`config.mk`:
```
export PLATFORM = sky130hd
export DESIGN_NAME = multicycle_sequencer
export DESIGN_NICKNAME = d
export VERILOG_FILES = /design/src/rtl/mips_seq_pkg.sv /design/src/rtl/seq_wait_timer.sv /design/src/rtl/multicycle_sequencer.sv
export SDC_FILE = /design/constraint.sdc
export NUM_CORES = 1
export LEC_CHECK = 0
export CAP_MARGIN = 20
export CORE_MARGIN = 2
export CORE_UTILIZATION = 25
export CTS_CLUSTER_DIAMETER = 150
export CTS_CLUSTER_SIZE = 30
export DETAILED_ROUTE_END_ITERATION = 12
export DONT_BUFFER_PORTS = 1
export PLACE_DENSITY = 0.39
export SYNTH_ARGS = -nofsm -noshare
export SYNTH_HDL_FRONTEND = slang
export SYNTH_SLANG_ARGS = --single-unit
```
`constraint.sdc`:
```
create_clock -name clk -period 2.5 [get_ports clk]
set_input_delay 0.25 -clock clk [delete_from_list [all_inputs] [get_ports clk]]
set_output_delay 0.25 -clock clk [all_outputs]
set_load 0.05 [all_outputs]
```
`src/rtl/mips_seq_pkg.sv`:
```
// Shared types and encodings for the multi-cycle MIPS step sequencer.
package mips_seq_pkg;

  typedef enum logic [2:0] {
    ST_IDLE      = 3'd0,
    ST_FETCH     = 3'd1,
    ST_DECODE    = 3'd2,
    ST_EXECUTE   = 3'd3,
    ST_MD_WAIT   = 3'd4,
    ST_MEM       = 3'd5,
    ST_WRITEBACK = 3'd6,
    ST_FAULT     = 3'd7
  } state_t;

  localparam int unsigned OP_W   = 6;
  localparam int unsigned FUNC_W = 6;

  localparam logic [OP_W-1:0] OP_RTYPE = 6'h00;
  localparam logic [OP_W-1:0] OP_J     = 6'h02;
  localparam logic [OP_W-1:0] OP_BEQ   = 6'h04;
  localparam logic [OP_W-1:0] OP_BNE   = 6'h05;
  localparam logic [OP_W-1:0] OP_ADDI  = 6'h08;
  localparam logic [OP_W-1:0] OP_LW    = 6'h23;
  localparam logic [OP_W-1:0] OP_SW    = 6'h2B;

  localparam logic [FUNC_W-1:0] FUNC_MULT  = 6'h18;
  localparam logic [FUNC_W-1:0] FUNC_MULTU = 6'h19;
  localparam logic [FUNC_W-1:0] FUNC_DIV   = 6'h1A;
  localparam logic [FUNC_W-1:0] FUNC_DIVU  = 6'h1B;

  typedef enum logic [1:0] {
    BR_NONE = 2'b00,
    BR_BEQ  = 2'b01,
    BR_BNE  = 2'b10,
    BR_RSVD = 2'b11
  } branch_t;

  typedef enum logic [1:0] {
    PCSEL_PC4    = 2'b00,
    PCSEL_BRANCH = 2'b01,
    PCSEL_JUMP   = 2'b10
  } pcsel_t;

  // R-type mult/multu/div/divu are handed off to the mult/div unit
  function automatic logic is_muldiv(input logic [OP_W-1:0] op, input logic [FUNC_W-1:0] fn);
    return (op == OP_RTYPE) &&
           ((fn == FUNC_MULT) || (fn == FUNC_MULTU) || (fn == FUNC_DIV) || (fn == FUNC_DIVU));
  endfunction

endpackage

```
`src/rtl/seq_wait_timer.sv`:
```
// Wait-cycle counter: cleared while idle, counts while enabled, saturates at LIMIT-1.
module seq_wait_timer #(
  parameter int unsigned LIMIT = 16
) (
  input  logic clk,
  input  logic reset,
  input  logic clear,
  input  logic en,
  output logic at_start,
  output logic at_limit
);

  localparam int unsigned CNT_W = $clog2(LIMIT) + 1;

  logic [CNT_W-1:0] count;

  always_ff @(posedge clk) begin
    if (reset || clear) begin
      count <= '0;
    end else if (en && !at_limit) begin
      count <= count + CNT_W'(1);
    end
  end

  assign at_start = (count == '0);
  // at_limit marks the last permitted wait cycle
  assign at_limit = (count == CNT_W'(LIMIT - 1));

endmodule

```
`src/rtl/multicycle_sequencer.sv`:
```
// Multi-cycle step sequencer: gates controller enables into one phase at a time,
// stalls on data memory and mult/div, counts retirements, traps hangs in FAULT.
module multicycle_sequencer
  import mips_seq_pkg::*;
#(
  parameter int unsigned MEM_TIMEOUT = 16,
  parameter int unsigned MD_TIMEOUT  = 40,
  parameter int unsigned COUNT_W     = 32
) (
  input  logic               clk,
  input  logic               reset,
  input  logic               run,
  input  logic [5:0]         opcode,
  input  logic [5:0]         func,
  input  logic               ctrlRegWrite,
  input  logic               ctrlMemRead,
  input  logic               ctrlMemWrite,
  input  logic               ctrlJump,
  input  logic [1:0]         ctrlBranch,
  input  logic               isAluOutputZero,
  input  logic               memReady,
  input  logic               mdBusy,
  output logic               irWrite,
  output logic               pcWrite,
  output logic [1:0]         pcSel,
  output logic               regWriteEn,
  output logic               memReadEn,
  output logic               memWriteEn,
  output logic               mdStart,
  output logic               busy,
  output logic               fault,
  output logic [2:0]         state,
  output logic [COUNT_W-1:0] retiredCount
);

  state_t cur_state;
  state_t nxt_state;
  state_t issue_state;

  logic   ir_write_c;
  logic   pc_write_c;
  pcsel_t pc_sel_c;
  logic   reg_write_c;
  logic   mem_read_c;
  logic   mem_write_c;
  logic   md_start_c;
  logic   is_branch_c;
  logic   taken_c;

  logic   mem_start;
  logic   mem_limit;
  logic   md_first;
  logic   md_limit;

  logic [COUNT_W-1:0] retired_q;

  seq_wait_timer #(.LIMIT(MEM_TIMEOUT)) u_mem_timer (
    .clk      (clk),
    .reset    (reset),
    .clear    (cur_state != ST_MEM),
    .en       (cur_state == ST_MEM),
    .at_start (mem_start),
    .at_limit (mem_limit)
  );

  seq_wait_timer #(.LIMIT(MD_TIMEOUT)) u_md_timer (
    .clk      (clk),
    .reset    (reset),
    .clear    (cur_state != ST_MD_WAIT),
    .en       (cur_state == ST_MD_WAIT),
    .at_start (md_first),
    .at_limit (md_limit)
  );

  // Where a retiring instruction goes next
  assign issue_state = run ? ST_FETCH : ST_IDLE;
  assign is_branch_c = (ctrlBranch == BR_BEQ) || (ctrlBranch == BR_BNE);
  assign taken_c     = ((ctrlBranch == BR_BEQ) &&  isAluOutputZero) ||
                       ((ctrlBranch == BR_BNE) && !isAluOutputZero);

  always_ff @(posedge clk) begin
    if (reset) begin
      cur_state <= ST_IDLE;
    end else begin
      cur_state <= nxt_state;
    end
  end

  always_comb begin
    nxt_state   = cur_state;
    ir_write_c  = 1'b0;
    pc_write_c  = 1'b0;
    pc_sel_c    = PCSEL_PC4;
    reg_write_c = 1'b0;
    mem_read_c  = 1'b0;
    mem_write_c = 1'b0;
    md_start_c  = 1'b0;
    case (cur_state)
      ST_IDLE: begin
        if (run) nxt_state = ST_FETCH;
      end
      ST_FETCH: begin
        ir_write_c = 1'b1;
        nxt_state  = ST_DECODE;
      end
      ST_DECODE: begin
        if (ctrlJump) begin
          pc_write_c = 1'b1;
          pc_sel_c   = PCSEL_JUMP;
          nxt_state  = issue_state;
        end else if (is_muldiv(opcode, func)) begin
          md_start_c = 1'b1;
          nxt_state  = ST_MD_WAIT;
        end else begin
          nxt_state = ST_EXECUTE;
        end
      end
      ST_EXECUTE: begin
        if (is_branch_c) begin
          pc_write_c = 1'b1;
          pc_sel_c   = taken_c ? PCSEL_BRANCH : PCSEL_PC4;
          nxt_state  = issue_state;
        end else if (ctrlMemRead || ctrlMemWrite) begin
          nxt_state = ST_MEM;
        end else if (ctrlRegWrite) begin
          nxt_state = ST_WRITEBACK;
        end else begin
          pc_write_c = 1'b1;
          nxt_state  = issue_state;
        end
      end
      ST_MEM: begin
        mem_read_c  = ctrlMemRead;
        mem_write_c = ctrlMemWrite;
        if (memReady) begin
          if (ctrlMemRead) begin
            nxt_state = ST_WRITEBACK;
          end else begin
            pc_write_c = 1'b1;
            nxt_state  = issue_state;
          end
        end else if (mem_limit) begin
          nxt_state = ST_FAULT;
        end
      end
      ST_MD_WAIT: begin
        // mdBusy is not yet valid on the cycle right after mdStart
        if (!md_first) begin
          if (!mdBusy) begin
            pc_write_c = 1'b1;
            nxt_state  = issue_state;
          end else if (md_limit) begin
            nxt_state = ST_FAULT;
          end
        end
      end
      ST_WRITEBACK: begin
        reg_write_c = 1'b1;
        pc_write_c  = 1'b1;
        nxt_state   = issue_state;
      end
      ST_FAULT: begin
        nxt_state = ST_FAULT;
      end
      default: begin
        nxt_state = ST_IDLE;
      end
    endcase
  end

  always_ff @(posedge clk) begin
    if (reset) begin
      retired_q <= '0;
    end else if (pc_write_c) begin
      retired_q <= retired_q + COUNT_W'(1);
    end
  end

  // Every output is held low while reset is asserted
  assign irWrite      = ir_write_c  & ~reset;
  assign pcWrite      = pc_write_c  & ~reset;
  assign pcSel        = reset ? 2'b00 : pc_sel_c;
  assign regWriteEn   = reg_write_c & ~reset;
  assign memReadEn    = mem_read_c  & ~reset;
  assign memWriteEn   = mem_write_c & ~reset;
  assign mdStart      = md_start_c  & ~reset;
  assign busy         = ~reset & (cur_state != ST_IDLE) & (cur_state != ST_FAULT);
  assign fault        = ~reset & (cur_state == ST_FAULT);
  assign state        = reset ? 3'd0 : cur_state;
  assign retiredCount = reset ? '0 : retired_q;

endmodule

```
==> flow_metrics.env <==
export IMPL_via_per_inst=4.919
export IMPL_tns_ns=0
export IMPL_vias=2686
export IMPL_fin_skew_ns=0.009574
export IMPL_ys_types=45
export IMPL_synthArstFlopShare_pct=0
export IMPL_p_per_area_nw_per_um2=424.9
export IMPL_ys_seq_area_share_pct=33.68
export IMPL_dp_hpwl_um=5446
export IMPL_vdd_ir_drop_worst_mv=0.1891
export IMPL_worstHoldStart="reset"
export IMPL_crit_family="simple AND/OR/NAND/NOR gates"
export IMPL_syn_inst=360
export IMPL_grt_use_met1_pct=16.68
export IMPL_finalCriticalPeriod_ns=2.263
export IMPL_rsz0062_at_grt="false"
export IMPL_combPwrFrac_pct=14.8
export IMPL_clk_pin_slew_worst_paths_ns=0.09
export IMPL_drt_antenna_violating_nets=0
export IMPL_cts_sinks=47
export IMPL_cts_buffer_depth=2
export IMPL_yosys_top_cells_area="dfxtp_1 (34%), nor2b_1 (7.8%), nor2_1 (5.5%)"
export IMPL_p_seq_share_pct=53.5
export IMPL_drv_cap=0
export IMPL_post_cts_buffers=0
export IMPL_h_tree_depth=2
export IMPL_endpoint_kind="flip-flop"
export IMPL_coreArea_um2=10890
export IMPL_std_cell_rows=38
export IMPL_cts_root_buf="clkbuf_8"
export IMPL_path_cells="or2_1 -> a311o_1 -> and3_4 -> buf_4 -> nor3_1 -> mux2_2"
export IMPL_grt_pass1_wl_um=12180
export IMPL_postCtsResizedCells=0
export IMPL_grt_use_met3_pct=2.964
export IMPL_overflow=0
export IMPL_relSlewSlack_pct=72.00
export IMPL_numPortBuffers=0
export IMPL_nets=436
export IMPL_intPower_w=0.001032
export IMPL_dr_pass1_iters=4
export IMPL_synthesis_nets=391
export IMPL_cp_data_arrival_time_ns=2.46
export IMPL_outcome="finished, final reports clean"
export IMPL_hold_viol=0
export IMPL_post_synth_cell_area_avg_um2=7.761
export IMPL_worstSkewPairLatency_ns=0.30
export IMPL_synth_edf_count=0
export IMPL_p_sw_share_pct=28.68
export IMPL_leakagePower_nw=1.263
export IMPL_critPathLaunchType="flip-flop"
export IMPL_initial_utilization_pct=25.66
export IMPL_dieArea_um2=12040
export IMPL_critPathSlowestCell="dfxtp_1"
export IMPL_cts_tree="done"
export IMPL_yosysTopAreaCellShare_pct=33.68
export IMPL_diodes=0
export IMPL_routed_wl_um=7412
export IMPL_antenna_found_initial=0
export IMPL_area_growth_syn_to_layout_pct=21.90
export IMPL_busiest_layer="met2"
export IMPL_crit_start="cur_state[0]"
export IMPL_synth_flop_cell="dfxtp_1"
export IMPL_grt_pass1_vias=2454
export IMPL_critPathKind="flip-flop to flip-flop"
export IMPL_slew_violations=0
export IMPL_postLayoutCoreUtil_pct=31.28
export IMPL_syn_cell_area_um2=2794
export IMPL_dieWidth_um=109.7
export IMPL_ys_ff_latch=47
export IMPL_worst_pin_slew_ns=0.4195
export IMPL_avgRoutedWirePerCell_um=13.58
export IMPL_critPathBufInv=1
export IMPL_max_freq_mhz=441.9
export IMPL_path_max_fanout=30
export IMPL_pwr_share_clk_pct=31.8
export IMPL_track_usage_pct=12.69
export IMPL_die_h_um=109.7
export IMPL_io_pins=69
export IMPL_finalWorstSetupSlack_ns=0.2371
export IMPL_worst_ep_required_time_ns=2.70
export IMPL_place_gp_congestion=0.7513
export IMPL_drcViolationCount=0
export IMPL_setup_viol=0
export IMPL_post_route_period_util_pct=90.52
export IMPL_grt_max_degree=74
export IMPL_drive_gt1_share_pct=18.72
export IMPL_reg2reg_from="cur_state[0]"
export IMPL_cts_buffers=5
export IMPL_grtUsageMet2_pct=20.90
export IMPL_hp_class="primary input to flip-flop"
export IMPL_synth_area_leader_cell="dfxtp_1"
export IMPL_dp_slack_ns=0.2562
export IMPL_ys_warn_count=0
export IMPL_drt_iter0_markers=80
export IMPL_switching_power_w=0.0004150
export IMPL_slowest_delay_ns=0.41
export IMPL_hold_buffers=0
[metrics by stage]
step                       power, W  hold WS, ns  area, um^2  instances
after global placement     0.001009       0.3348        3324        538
after global routing       0.001532     0.004349        3406        546
after detailed placement   0.001008       0.3379        3324        538
after CTS                  0.001479     0.005159        3406        546
after floorplan           0.0009662       0.3732        2806        360
final                      0.001447      0.03189        3406        546
[layout make-up]
type | instances | area (um^2)
fillers | 1172 | 7482
multi-input cells | 282 | 1739
well taps | 140 | 175.2
repair buffers | 56 | 420.4
flip-flops and latches | 47 | 940.9
clock buffers | 7 | 76.32
clock inverters | 1 | 5.005
inverters | 13 | 48.80
[placed cells by master (no fill, tap or decap), drive strengths merged, types with 9 or more instances in the layout]
cell	synthesis	routed
mux2	11	11
o21ai	14	14
o31ai	9	9
nor2b	35	35
buf	5	56
nand2	31	31
dfxtp	47	47
nand3	22	22
or4	9	9
a21oi	20	20
nor2	41	41
inv	13	13
or3	10	10
nor3	9	9
[per-layer routing]
layer,up-vias,part of all wire [%]
met5,-,0
met4,0,1.0
met3,6,6.0
met2,66,46
met1,1225,47
li1,1389,-
[registers in the layout, indices dropped and copies added, names as in the netlist]
signal,flops
u_md_timer.count,7
retired_q,32
cur_state,3
u_mem_timer.count,5
[worst paths after layout]
kind              slack, ns  cells after the start            end
hold / removal         0.03                      1  retired_q[20]
setup / recovery       0.24                      6  retired_q[21]
hold reg to reg        0.49                      2   retired_q[1]
setup reg to reg       0.24                      6  retired_q[21]
[cells by family (layout without fill, tap and decap cells)]
logic type | Yosys count | count (layout) | share of synthesized area, %
DFF | 47 | 47 | 33.68
xor gates and xnor gates | 10 | 10 | 3.135
adders and majority gates | 7 | 7 | 3.135
and+or+nand+nor | 191 | 191 | 36.50
AOI/OAI and AO/OA | 60 | 60 | 13.52
buffers and inverters | 31 | 77 | 4.523
muxes | 14 | 14 | 5.508
[power by group through the flow]
stage                     logic (W)  clock network [W]  registers, W
final                      0.000214           0.000459      0.000774
after detailed placement   0.000216                  0      0.000791
after global routing       0.000236           0.000519      0.000777
after floorplan            0.000184                  0      0.000782
after global placement     0.000217                  0      0.000792
after CTS                  0.000217           0.000489      0.000774
[cells in the mapped netlist, drive strengths merged (4+ instances only)]
cell,n
xnor2,7
mux2,11
and4,4
clkbuf,13
nand3,22
dfxtp,47
and3,5
or3,10
nor4,7
nor2b,35
or4,9
o21ai,14
inv,13
nor2,41
nor3,9
o31ai,9
buf,5
nand2,31
nand4,7
ha,7
a21oi,20
Power figures use the tool's default switching activity.
